**config.mk**
```make
export PLATFORM = sky130hd
export DESIGN_NAME = mem_readback_streamer
export DESIGN_NICKNAME = d
export VERILOG_FILES = /design/src/rtl/mem_readback_streamer.sv
export SDC_FILE = /design/constraint.sdc
export NUM_CORES = 1
export LEC_CHECK = 0
export CAP_MARGIN = 10
export CORE_ASPECT_RATIO = 2
export CORE_UTILIZATION = 54
export CTS_BUF_LIST = sky130_fd_sc_hd__clkbuf_4
export CTS_CLUSTER_SIZE = 25
export DETAILED_ROUTE_END_ITERATION = 7
export GPL_TIMING_DRIVEN = 0
export PLACE_DENSITY = 0.83
export SLEW_MARGIN = 20
export SYNTH_ARGS = -nofsm -noshare
export SYNTH_HDL_FRONTEND = slang
export SYNTH_SLANG_ARGS = --single-unit
```
**constraint.sdc**
```tcl
create_clock -name clk -period 3.1 [get_ports clk]
set_input_delay 0.465 -clock clk [delete_from_list [all_inputs] [get_ports clk]]
set_output_delay 0.465 -clock clk [all_outputs]
set_load 0.01 [all_outputs]
```
**src/rtl/mem_readback_streamer.sv**
```systemverilog
// mem_readback_streamer
//   Sweeps an inclusive address range through a block-RAM read port that has a
//   one-cycle registered read latency, and emits the words in ascending address
//   order on a valid/ready stream with a running checksum of accepted words.
//   A 2-entry output FIFO absorbs the read latency. A "pending" flag marks that
//   the RAM data bus carries a word requested last cycle, because the RAM has
//   no read enable and its data bus is otherwise meaningless.

module mem_readback_streamer #(
   parameter int WID_MEM   = 8,
   parameter int DEPTH_MEM = 2048,
   parameter int CSUM_W    = 16
) (
   input  logic               clk,
   input  logic               reset,
   input  logic               start,
   input  logic               abort,
   input  logic [31:0]        first_addr,
   input  logic [31:0]        last_addr,
   output logic [31:0]        raddr,
   input  logic [WID_MEM-1:0] mem_dout,
   output logic [WID_MEM-1:0] out_data,
   output logic               out_valid,
   input  logic               out_ready,
   output logic               out_last,
   output logic               busy,
   output logic               done,
   output logic               err,
   output logic [CSUM_W-1:0]  checksum
);

   localparam logic [31:0] DEPTH_LIM = 32'(DEPTH_MEM);

   typedef enum logic [1:0] {
      ST_IDLE  = 2'd0,
      ST_RUN   = 2'd1,
      ST_DRAIN = 2'd2,
      ST_DONE  = 2'd3
   } state_t;

   // A range is rejected when it is reversed or reaches past the end of the RAM.
   function automatic logic range_illegal(input logic [31:0] lo, input logic [31:0] hi);
      range_illegal = (lo > hi) || (hi >= DEPTH_LIM);
   endfunction

   state_t               state_r;
   logic [31:0]          raddr_r;
   logic [31:0]          last_r;
   logic                 pend_r;
   logic                 pend_last_r;
   logic                 busy_r;
   logic                 done_r;
   logic                 err_r;
   logic [CSUM_W-1:0]    csum_r;

   // Output FIFO: slot 0 is the head and drives the stream directly.
   logic                 v0_r;
   logic                 v1_r;
   logic [WID_MEM-1:0]   d0_r;
   logic [WID_MEM-1:0]   d1_r;
   logic                 l0_r;
   logic                 l1_r;

   logic                 pop_s;
   logic                 issue_s;
   logic                 last_issue_s;
   logic [2:0]           occ_s;
   logic [2:0]           lim_s;
   logic                 v0_nx_s;
   logic                 v1_nx_s;
   logic [WID_MEM-1:0]   d0_nx_s;
   logic [WID_MEM-1:0]   d1_nx_s;
   logic                 l0_nx_s;
   logic                 l1_nx_s;

   assign raddr     = raddr_r;
   assign out_data  = d0_r;
   assign out_valid = v0_r;
   assign out_last  = l0_r;
   assign busy      = busy_r;
   assign done      = done_r;
   assign err       = err_r;
   assign checksum  = csum_r;

   // Read-issue decision: keep FIFO occupancy plus in-flight read below two
   // after this cycle's pop, which sustains one word per cycle.
   always_comb begin
      pop_s        = v0_r && out_ready;
      occ_s        = {2'b00, v0_r} + {2'b00, v1_r} + {2'b00, pend_r};
      lim_s        = 3'd2 + {2'b00, pop_s};
      issue_s      = 1'b0;
      last_issue_s = 1'b0;
      if (state_r == ST_RUN) begin
         issue_s      = (occ_s < lim_s);
         last_issue_s = (occ_s < lim_s) && (raddr_r == last_r);
      end else begin
         issue_s      = 1'b0;
         last_issue_s = 1'b0;
      end
   end

   // Next FIFO contents: apply the pop first, then push the captured RAM word
   // into the first free slot.
   always_comb begin
      v0_nx_s = v0_r;
      v1_nx_s = v1_r;
      d0_nx_s = d0_r;
      d1_nx_s = d1_r;
      l0_nx_s = l0_r;
      l1_nx_s = l1_r;
      if (pop_s) begin
         v0_nx_s = v1_r;
         v1_nx_s = 1'b0;
         d0_nx_s = d1_r;
         l0_nx_s = l1_r;
      end else begin
         v0_nx_s = v0_r;
         v1_nx_s = v1_r;
      end
      if (pend_r) begin
         if (!v0_nx_s) begin
            v0_nx_s = 1'b1;
            d0_nx_s = mem_dout;
            l0_nx_s = pend_last_r;
         end else begin
            v1_nx_s = 1'b1;
            d1_nx_s = mem_dout;
            l1_nx_s = pend_last_r;
         end
      end else begin
         v1_nx_s = v1_nx_s;
      end
   end

   // Sweep controller: state, read address, FIFO, checksum and status outputs.
   always_ff @(posedge clk or negedge reset) begin
      if (!reset) begin
         state_r     <= ST_IDLE;
         raddr_r     <= 32'd0;
         last_r      <= 32'd0;
         pend_r      <= 1'b0;
         pend_last_r <= 1'b0;
         busy_r      <= 1'b0;
         done_r      <= 1'b0;
         err_r       <= 1'b0;
         csum_r      <= '0;
         v0_r        <= 1'b0;
         v1_r        <= 1'b0;
         d0_r        <= '0;
         d1_r        <= '0;
         l0_r        <= 1'b0;
         l1_r        <= 1'b0;
      end else if (abort) begin
         // Abort flushes everything in flight; the address and checksum hold.
         state_r     <= ST_IDLE;
         pend_r      <= 1'b0;
         pend_last_r <= 1'b0;
         busy_r      <= 1'b0;
         done_r      <= 1'b0;
         err_r       <= 1'b0;
         v0_r        <= 1'b0;
         v1_r        <= 1'b0;
         l0_r        <= 1'b0;
         l1_r        <= 1'b0;
      end else begin
         v0_r        <= v0_nx_s;
         v1_r        <= v1_nx_s;
         d0_r        <= d0_nx_s;
         d1_r        <= d1_nx_s;
         l0_r        <= l0_nx_s;
         l1_r        <= l1_nx_s;
         pend_r      <= issue_s;
         pend_last_r <= last_issue_s;

         if (issue_s) begin
            raddr_r <= raddr_r + 32'd1;
         end else begin
            raddr_r <= raddr_r;
         end

         if (pop_s) begin
            csum_r <= csum_r + CSUM_W'(d0_r);
         end else begin
            csum_r <= csum_r;
         end

         case (state_r)
            ST_IDLE: begin
               if (start) begin
                  last_r <= last_addr;
                  csum_r <= '0;
                  if (range_illegal(first_addr, last_addr)) begin
                     state_r <= ST_DONE;
                     busy_r  <= 1'b0;
                     done_r  <= 1'b1;
                     err_r   <= 1'b1;
                  end else begin
                     state_r <= ST_RUN;
                     raddr_r <= first_addr;
                     busy_r  <= 1'b1;
                     done_r  <= 1'b0;
                     err_r   <= 1'b0;
                  end
               end else begin
                  state_r <= ST_IDLE;
               end
            end
            ST_RUN: begin
               if (last_issue_s) begin
                  state_r <= ST_DRAIN;
               end else begin
                  state_r <= ST_RUN;
               end
            end
            ST_DRAIN: begin
               if (pop_s && l0_r) begin
                  state_r <= ST_DONE;
                  busy_r  <= 1'b0;
                  done_r  <= 1'b1;
                  err_r   <= 1'b0;
               end else begin
                  state_r <= ST_DRAIN;
               end
            end
            ST_DONE: begin
               state_r <= ST_IDLE;
               done_r  <= 1'b0;
               err_r   <= 1'b0;
            end
            default: begin
               state_r <= ST_IDLE;
               busy_r  <= 1'b0;
               done_r  <= 1'b0;
               err_r   <= 1'b0;
            end
         endcase
      end
   end

endmodule

```
# Word level (Yosys, flattened, before mapping)
# Index checks and enable logic that the tools add are counted.
# totals
register_bits,107
latchBits,0
mem_bits_rw,0
romBits,0
wordCells,90
n_memories,0
# op_classes
n_addsub,5
n_mul,0
div,0
order_cmp,3
n_eq_ne,6
n_shift,0
muxes,46
bitwise_logic,1
reduce_logical,14
# op_table
op,n
$mux 32,4
$mux 16,3
$add 32x1->32 const B,1
$eq 32x32->1,1
$ge 32x12->1 const B,1
$gt 32x32->1,1
$mux 1,28
$mux 8,3
$add 16x8->16,1
$reduce_and 3->1,4
$mux 2,4
$pmux 2 s4,1
$ne 3x3->1 const B,2
$pmux 1 s3,2
$eq 2x2->1 const B,2
$reduce_bool 2->1,2
$reduce_bool 4->1,1
$add 2x1->3,1
$add 2x1->3 const A,1
$logic_and 1x1->1,3
$lt 3x3->1,1
$reduce_bool 3->1,1
$add 1x1->2,1
$eq 2x1->1 const B,1
other kinds (5),5

# Longest topological paths before layout
# Gate-level depths: netlist of run 1.
# logic_depth
depth_word,8
ltp_mapped,11
ltp_nobuf,9

# Least setup slack after synthesis of run 1
# Ideal clock, no wire load.
# synth_timing
kind,input port to flip-flop
startpoint,in last_addr[31]
endpoint,reg raddr_r[16] (netlist: raddr[16])
setup_ns,0.126
arrival_time_ns,2.836
path_slack_ns,0.138
path_stages,10
n_path_buf,1
path_cell_list,inv_1 -> ha_1 -> nand4_1 -> or4_1 -> nor4_4 -> a311oi_2 -> nor3_4 -> buf_6 -> nor4_1 -> a311o_1
# synth_via
elab_chain_cells,5
word_cells_on_any_way,6
classes_between,order compare: 2; mux: 3; reduce/logical: 1
# synth_rtl
element,line_no,source
start: declaration,19,"input logic [31:0] last_addr,"
$gt 32x32->1 / $ge 32x12->1 (equally long branches),43,range_illegal = (lo > hi) || (hi >= DEPTH_LIM);
$logic_or 1x1->1 (*),43,
$mux 32 (*),192,"if (range_illegal(first_addr, last_addr)) begin"
$mux 32 (*),189,if (start) begin
$mux 32 (*),187,case (state_r)
end signal: assignment,176,raddr_r <= raddr_r + 32'd1;
end signal: assignment,178,raddr_r <= raddr_r;
end signal: assignment,199,raddr_r <= first_addr;
end: declaration,47,logic [31:0] raddr_r;
# Mark *: on every way between the ends. The rest lies on a longest branch, timed or not.
# A chain may end at the register's enable or synchronous reset.

# Final worst setup path of run 1
# layout_timing
startpoint,in last_addr[22]
endpoint,reg raddr_r[28] (netlist: raddr[28])
# The elaborated chain is that of the path after synthesis.

==> reports/summary.txt, run 1 <==
Vias in the first global route - 6840
Largest net degree at the start of global routing - 74
DR pass1 iterations - 7
CP Data Required Time - 3.54 ns
Area of the multi-input gates - 0.00399 mm^2
Worst setup EP type - flop
Top Usage Layer GRT - met2
Top_reg_cell synth - dfrtp_1
Routed Antenna Nets - 0
Final WL - 23200 um
Ys async rst share - 100%
Maximum VDD drop - 0.000348 V
Psw - 1660 uW
Min cycle time layout - 3.08 ns
Clock power share - 18.2%
Sequential share of power - 45.4%
Clock root cell - clkbuf_4
Via count - 6601
Fillers - 896
Status - complete, no violations
Drt wl/cell - 22.5 um
PortBufs - 136
Die ar. - 0.0131 mm^2
Final Hold Viols - 0
Largest stage delay, worst path - 0.61 ns
Distinct cells, synth - 60
Combinational share of power - 36.4%
Slowest CP cell - or4_4
Clock Sinks - 107
Endpoints failing setup - 0
Sw frac - 37.9%
RSZ-0062 raised after global routing - yes
Starting density of the core - 55.8%
Worst path arrival time - 3.52 ns
Drt initial violations - 577
Drt drc - 0
Worst hold margin - 0.268 ns
Tcrit/Tclk final - 99.3%
Area Overhead vs Synth - 32.2%
CTS Buffer Depth - 2
Routing usage on met2 - 62.5%
PD cells - 486 mW/mm^2
Max Fanout on Critical Path - 5
Final Max Tran Viols - 0
Cell repeated most along the worst path - nand4_1
Cell Rows - 57
Setup TNS - 0 ns
CTS tree - done
Number of flops mapped to enable cells by yosys - 0
Core Box Area - 0.0122 mm^2
Reg clk slew, reported paths - 0.19 ns
Clk_lat worst skew - 0.50 ns
GRT Util Overall - 36.1%
CP top delay family - simple AND/OR/NAND/NOR gates
M3 GR Usage - 5.17%
Startpoint types - input port
Int Pwr - 2710 uW
Post-synthesis sequential area ratio - 39.4%
P_leak - 0.00413 uW
Worst slew pin tran - 0.846 ns
WS Path Type - in2reg
Slew headroom - 43.2%
Syn nets - 839
Met1 Use GR - 36.0%
Cells along the critical path - clkdlybuf4s50_1 > inv_1 > ha_1 > nand4_1 > or4_4 > a311oi_4 > nor3_4 > buf_6 > buf_4 > or4_1 > nand4_1
Share of layout cells above drive strength 1 - 12.5%
Nets - 1006
Worst hold-check path type - in2reg
Grt ovf - 0
Die span in x - 81.4 um
DP Wirelength - 17600 um
Placed inst area - 0.00838 mm^2
Mean Syn Cell Area - 9.52 um^2
Register area - 0.00268 mm^2
Total I/O pin count - 138
CP bufs+invs - 4
DR vias/cell - 6.38
First-pass GRT wire length - 35000 um
H-tree levels - 3
Initial antenna violation count - 1
Synthesis warning total - 0
Design area - 0.00900 mm^2
GP Congestion - 0.936
Netlist Area Pre-Place - 0.00680 mm^2
Cells after Synth - 715
Max Clk Rate - 325 MHz
Clk_skew - 0.0207 ns
Die Y - 161 um
Synthesis-stage register bit count - 107
Max_cap viols - 0
CTS buffer count - 9
-- path summary, 6_finish.rpt --
kind,from,to,slack (ns),depth (start not counted)
min reg2reg,d1_r[6],d1_r[6],0.55,1
max,last_addr[22],raddr[28],0.02,11
min,last_addr[9],last_r[9],0.27,2
max in group asynchronous,reset,raddr[20],1.99,3
min in group asynchronous,reset,d1_r[7],0.39,2
max reg2reg,out_valid,raddr[13],0.13,8
-- per-layer routing --
| metal | wire (um) | up-vias |
|---|---|---|
| li1 | - | 2925 |
| met1 | 7560 | 3189 |
| met2 | 12200 | 359 |
| met3 | 1360 | 128 |
| met4 | 2110 | 0 |
| met5 | 0 | - |
-- cells in the final DEF, fill, tap and decap left out, types with 17 or more instances in the layout --
cell and count:
clkdlybuf4s50_1 118, a21oi_1 43, o21ai_0 24, nor3_1 22, nand2_1 82, mux2_2 42, inv_1 44, ha_1 39
nor4_1 17, nor2_1 36, clkbuf_1 17, xor2_1 33, nand3_1 21, dfrtp_1 107
-- area by class of cell --
class / count / area share (%)
Timing Repair Buffer: 155 / 18.2
Sequential cell: 107 / 29.8
Clock buffer: 10 / 0.834
Antenna cell: 1 / 0.0278
Tap cell: 147 / 2.04
Inverter: 46 / 1.92
Buffer: 27 / 1.96
Multi-Input combinational cell: 536 / 44.4
Clock inverter: 6 / 0.904
-- power groups by stage --
| stage | Combinational [uW] | Sequential, uW | Clock, uW |
|---|---|---|---|
| after detailed placement | 1520 | 2000 | 0 |
| final | 1590 | 1980 | 794 |
| after global routing | 1720 | 2010 | 854 |
| after CTS | 1540 | 1970 | 802 |
| after global placement | 1450 | 1970 | 0 |
| after floorplan | 799 | 1950 | 0 |
-- stage by stage --
step | utilization [%] | total power, uW | instances | setup WS (ns)
floorplan | - | 2750 | 715 | 0.138
global placement | 68.5 | 3430 | 998 | -2.48
detailed placement | 68.7 | 3520 | 999 | -1.04
CTS | 71.1 | 4310 | 1024 | 0.00980
global route | 73.8 | 4580 | 1035 | -0.0117
finish | 73.8 | 4370 | 1035 | 0.0225
-- logic make-up after synthesis --
logic type | share of synthesized area (%)
adders and majority gates | 8.86
AOI/OAI and AO/OA | 14.3
xor gates and xnor gates | 5.92
and+or+nand+nor | 18.1
DFF | 39.4
buffers and inverters | 4.32
muxes | 9.16
-- cells in the mapped netlist, types with 3 or more instances --
cell type	number	area, um^2
a211o_1	7	61.3
a211oi_1	9	67.6
a21o_1	4	30.0
a21oi_1	43	215
a22o_1	3	26.3
a22oi_1	13	97.6
a2bb2oi_1	5	43.8
a311o_1	4	40.0
a311oi_1	4	35.0
and2_1	7	43.8
and3_1	11	68.8
and4_1	4	35.0
buf_2	4	20.0
clkbuf_1	18	67.6
dfrtp_1	107	2680
ha_1	45	563
inv_1	46	173
mux2_2	42	473
mux2i_1	15	150
nand2_1	82	308
nand2b_1	3	18.8
nand3_1	21	105
nand4_1	16	100
nor2_1	37	139
nor2b_1	4	25.0
nor3_1	23	115
nor4_1	17	106
o21ai_0	25	125
o22a_1	3	26.3
or3_1	4	25.0
or4_1	6	45.0
xnor2_1	13	114
xor2_1	33	289
-- registers in the layout, summed over array words and instances, names as in the netlist, 2 cells and up --
name	cells
state_r	2
last_r	32
checksum	16
d1_r	8
raddr	32
out_data	8
-- repair_timing --
action                     in CTS  in global routing
pin swaps                       6                 16
setup endpoints to repair      36                 42
buffers inserted                7                  7
resized for setup              18                 44
hold buffers                    1                  0
hold endpoints to repair       34                  0
gates cloned                    1                  3
Power figures use the tool's default switching activity.
==> inputs of run 2 (changes only) <==
--- a/config.mk
+++ b/config.mk
@@ -6,7 +6,7 @@
 export NUM_CORES = 1
 export LEC_CHECK = 0
 export CAP_MARGIN = 10
-export CORE_ASPECT_RATIO = 2
+export CORE_ASPECT_RATIO = 1.2
 export CORE_UTILIZATION = 54
 export CTS_BUF_LIST = sky130_fd_sc_hd__clkbuf_4
 export CTS_CLUSTER_SIZE = 25
==> run 2 against run 1 <==
Compared with the run above:
- the flow now finishes with violations (negative setup slack)
- critical path type unchanged
- global-route usage decreased by 3.1 points
- non-clock buffer count unchanged
- first-iteration DRC count decreased by 4.9%
- clock skew decreased by 0.0011 ns
- final cell count increased by 1.2%
- highest routed layer unchanged
- clock power increased by 5.0%
- register-to-register slack got worse by 0.10 ns
- largest cell class unchanged
- clock-buffer cell count increased by 1
- die area decreased by 0.19%
==> reports/summary.txt, run 2 (same netlist as run 1, synthesis figures left out) <==
Status - finished with violations
Failing checks - negative setup slack
CP top delay family - simple AND/OR/NAND/NOR gates
DR vias/cell - 6.37 (-0.14%)
Final Max Tran Viols - 0 (unchanged)
Cell Rows - 44 (-23%)
RR Endpoint - raddr[30]
Placed inst area - 0.00840 mm^2 (+0.21%)
Endpoints failing setup - 1 (+1)
Design area - 0.00896 mm^2 (-0.43%)
CP Data Required Time - 3.46 ns (-0.08 ns)
PD cells - 487 mW/mm^2 (+0.23%)
Worst path arrival time - 3.47 ns (-0.05 ns)
Met1 wire length - 8170 um (+8.2%)
Largest stage delay, worst path - 0.59 ns (-0.02 ns)
Worst hold-check path type - in2reg
Fillers - 860 (-4.0%)
Startpoint types - input port
Min cycle time layout - 3.10 ns (+0.0265 ns)
Largest net degree at the start of global routing - 66 (-11%)
Max layer used - met4
CTS tree - done
Via count - 6668 (+1.0%)
CP bufs+invs - 3 (-1)
Final WL - 21800 um (-6.3%)
Max Clk Rate - 322 MHz (-0.85%)
Final worst setup slack - -0.00396 ns (-0.0265 ns)
H-tree levels - 3 (unchanged)
Die Y - 125 um (-22%)
Reg-to-Reg Start - out_valid
Drt initial violations - 549 (-4.9%)
Hold Startpoint - last_addr[16]
P_leak - 0.00420 uW (+1.5%)
CTS Buffer Depth - 2 (unchanged)
DP Wirelength - 16000 um (-9.0%)
Min-Delay Endpoint - last_r[16]
Max Fanout on Critical Path - 7 (+2)
Slowest CP cell - or4_4
Total inserted antenna cells - 0 (-1)
Grt ovf - 0 (unchanged)
Clock root cell - clkbuf_4
Worst Reg-to-Reg Cells - 8 (unchanged)
Initial antenna violation count - 0 (-1)
Clk_lat worst skew - 0.48 ns (-0.02 ns)
Flop2flop setup slack - 0.03 ns (-0.10 ns)
Drt wl/cell - 20.8 um (-7.4%)
Vias in the first global route - 6630 (-3.1%)
Register area - 0.00268 mm^2 (unchanged)
Worst slew pin tran - 0.904 ns (+0.0589 ns)
Core Box Area - 0.0122 mm^2 (-0.24%)
Total I/O pin count - 138 (unchanged)
Die ar. - 0.0131 mm^2 (-0.19%)
Worst hold margin - 0.295 ns (+0.0270 ns)
Final core occ - 73.6% (-0.14 points)
CTS buffer count - 9 (unchanged)
Reg clk slew, reported paths - 0.15 ns (-0.04 ns)
Slew headroom - 39.2% (-4.0 points)
GP Congestion - 0.986 (+5.4%)
Cells along the critical path - clkdlybuf4s50_1 > ha_1 > nand4_1 > or4_4 > nor4_4 > buf_4 > a311oi_4 > nor3_4 > buf_6 > nor4_1 > a311o_1
Clock Sinks - 107 (unchanged)
WL met3 - 1820 um (+33%)
Starting density of the core - 55.9% (+0.13 points)
Area of the multi-input gates - 0.00400 mm^2 (about the same)
DR pass1 iterations - 5 (-2)
PortBufs - 136 (unchanged)
Area Overhead vs Synth - 31.7%
Tcrit/Tclk final - 100% (+0.85 points)
WS Path Type - in2reg
Share of layout cells above drive strength 1 - 12.4% (-0.099 points)
Nets - 1005 (-0.099%)
Final Hold Viols - 0 (unchanged)
Routed Antenna Nets - 0 (unchanged)
Setup TNS - -0.00396 ns (-0.00396 ns)
Clk_skew - 0.0197 ns (-0.00106 ns)
Worst setup EP type - flop
Max_cap viols - 0 (unchanged)
Commonest non-fill, non-tap cell in the layout - clkdlybuf4s50_1
Most frequent cells in the layout - clkdlybuf4s50_1 (109), dfrtp_1 (107), nand2_1 (82), inv_1 (46), a21oi_1 (43)
GRT Util Overall - 33.0% (-3.1 points)
Die span in x - 104 um (+28%)
DR WL met2 - 10700 um (-13%)
First-pass GRT wire length - 33600 um (-4.1%)
Worst Hold Path Cells - 2 (unchanged)
Maximum VDD drop - 0.000314 V (-9.6%)
Drt drc - 0 (unchanged)
==> run 2: changes by cell type in the layout (fill, tap and decap cells not counted), moves of 4 or more <==
cell | previous run | this run
buf_4 | 11 | 18
clkdlybuf4s50_1 | 118 | 109
dlymetal6s2s_1 | 15 | 26
buf_12 | 4 | 0
==> run 2: repair_timing <==
action | CTS | global route
pin swaps | 5 | 14
endpoints found under the hold margin | 42 | 0
cloned | 1 | 1
setup endpoints to repair | 33 | 41
hold buffers | 1 | 0
resized for setup | 15 | 43
buffers inserted | 8 | 7
==> run 2: power by group <==
part           total, uW  internal [uW]  switching (uW)  leakage [uW]
Combinational       1560            762             803       0.00274
Clock                834            352             482     0.0000881
Sequential          1960           1680             286       0.00136
Total               4360           2790            1570       0.00420
==> run 2: worst max-delay path by stage <==
stage                         from         end  slack [ns]  cells past startpoint
global placement             reset  last_r[19]       -2.48                      1
global route              raddr[4]   raddr[30]       -0.12                      8
finish              first_addr[21]   raddr[16]      -0.004                     11
detailed placement   last_addr[31]   raddr[29]       -0.91                     11
CTS                  last_addr[13]    raddr[9]      -0.007                     12
floorplan            last_addr[31]   raddr[16]        0.14                     10
==> run 2: final cells by class <==
type / instances / area share (%)
plain buffers: 27 / 1.68
repair buffers: 155 / 17.8
inverters: 46 / 1.93
multi-input cells: 535 / 44.6
flip-flops and latches: 107 / 29.9
clock inverters: 5 / 0.950
clock buffers: 11 / 0.922
well taps: 161 / 2.25
==> run 2: layer usage <==
metal	global-route usage, %	up-vias
met2	55.1	407
met4	19.0	0
met1	40.1	3239
met5	0	-
li1	-	2921
met3	5.79	101
==> run 2: stage by stage <==
stage / power (uW) / std cells / setup slack, ns
floorplan: 2750 / 715 / 0.138
global placement: 3400 / 1012 / -2.48
detailed placement: 3480 / 1013 / -0.915
CTS: 4320 / 1039 / -0.00749
global route: 4600 / 1047 / -0.122
finish: 4360 / 1047 / -0.00396
==> inputs of run 3 (changes only) <==
--- a/config.mk
+++ b/config.mk
@@ -5,7 +5,6 @@
 export SDC_FILE = /design/constraint.sdc
 export NUM_CORES = 1
 export LEC_CHECK = 0
-export CAP_MARGIN = 10
 export CORE_ASPECT_RATIO = 1.2
 export CORE_UTILIZATION = 54
 export CTS_BUF_LIST = sky130_fd_sc_hd__clkbuf_4
==> results of run 3 <==
No change in the layout: final DEF, timing and power equal those of run 2.
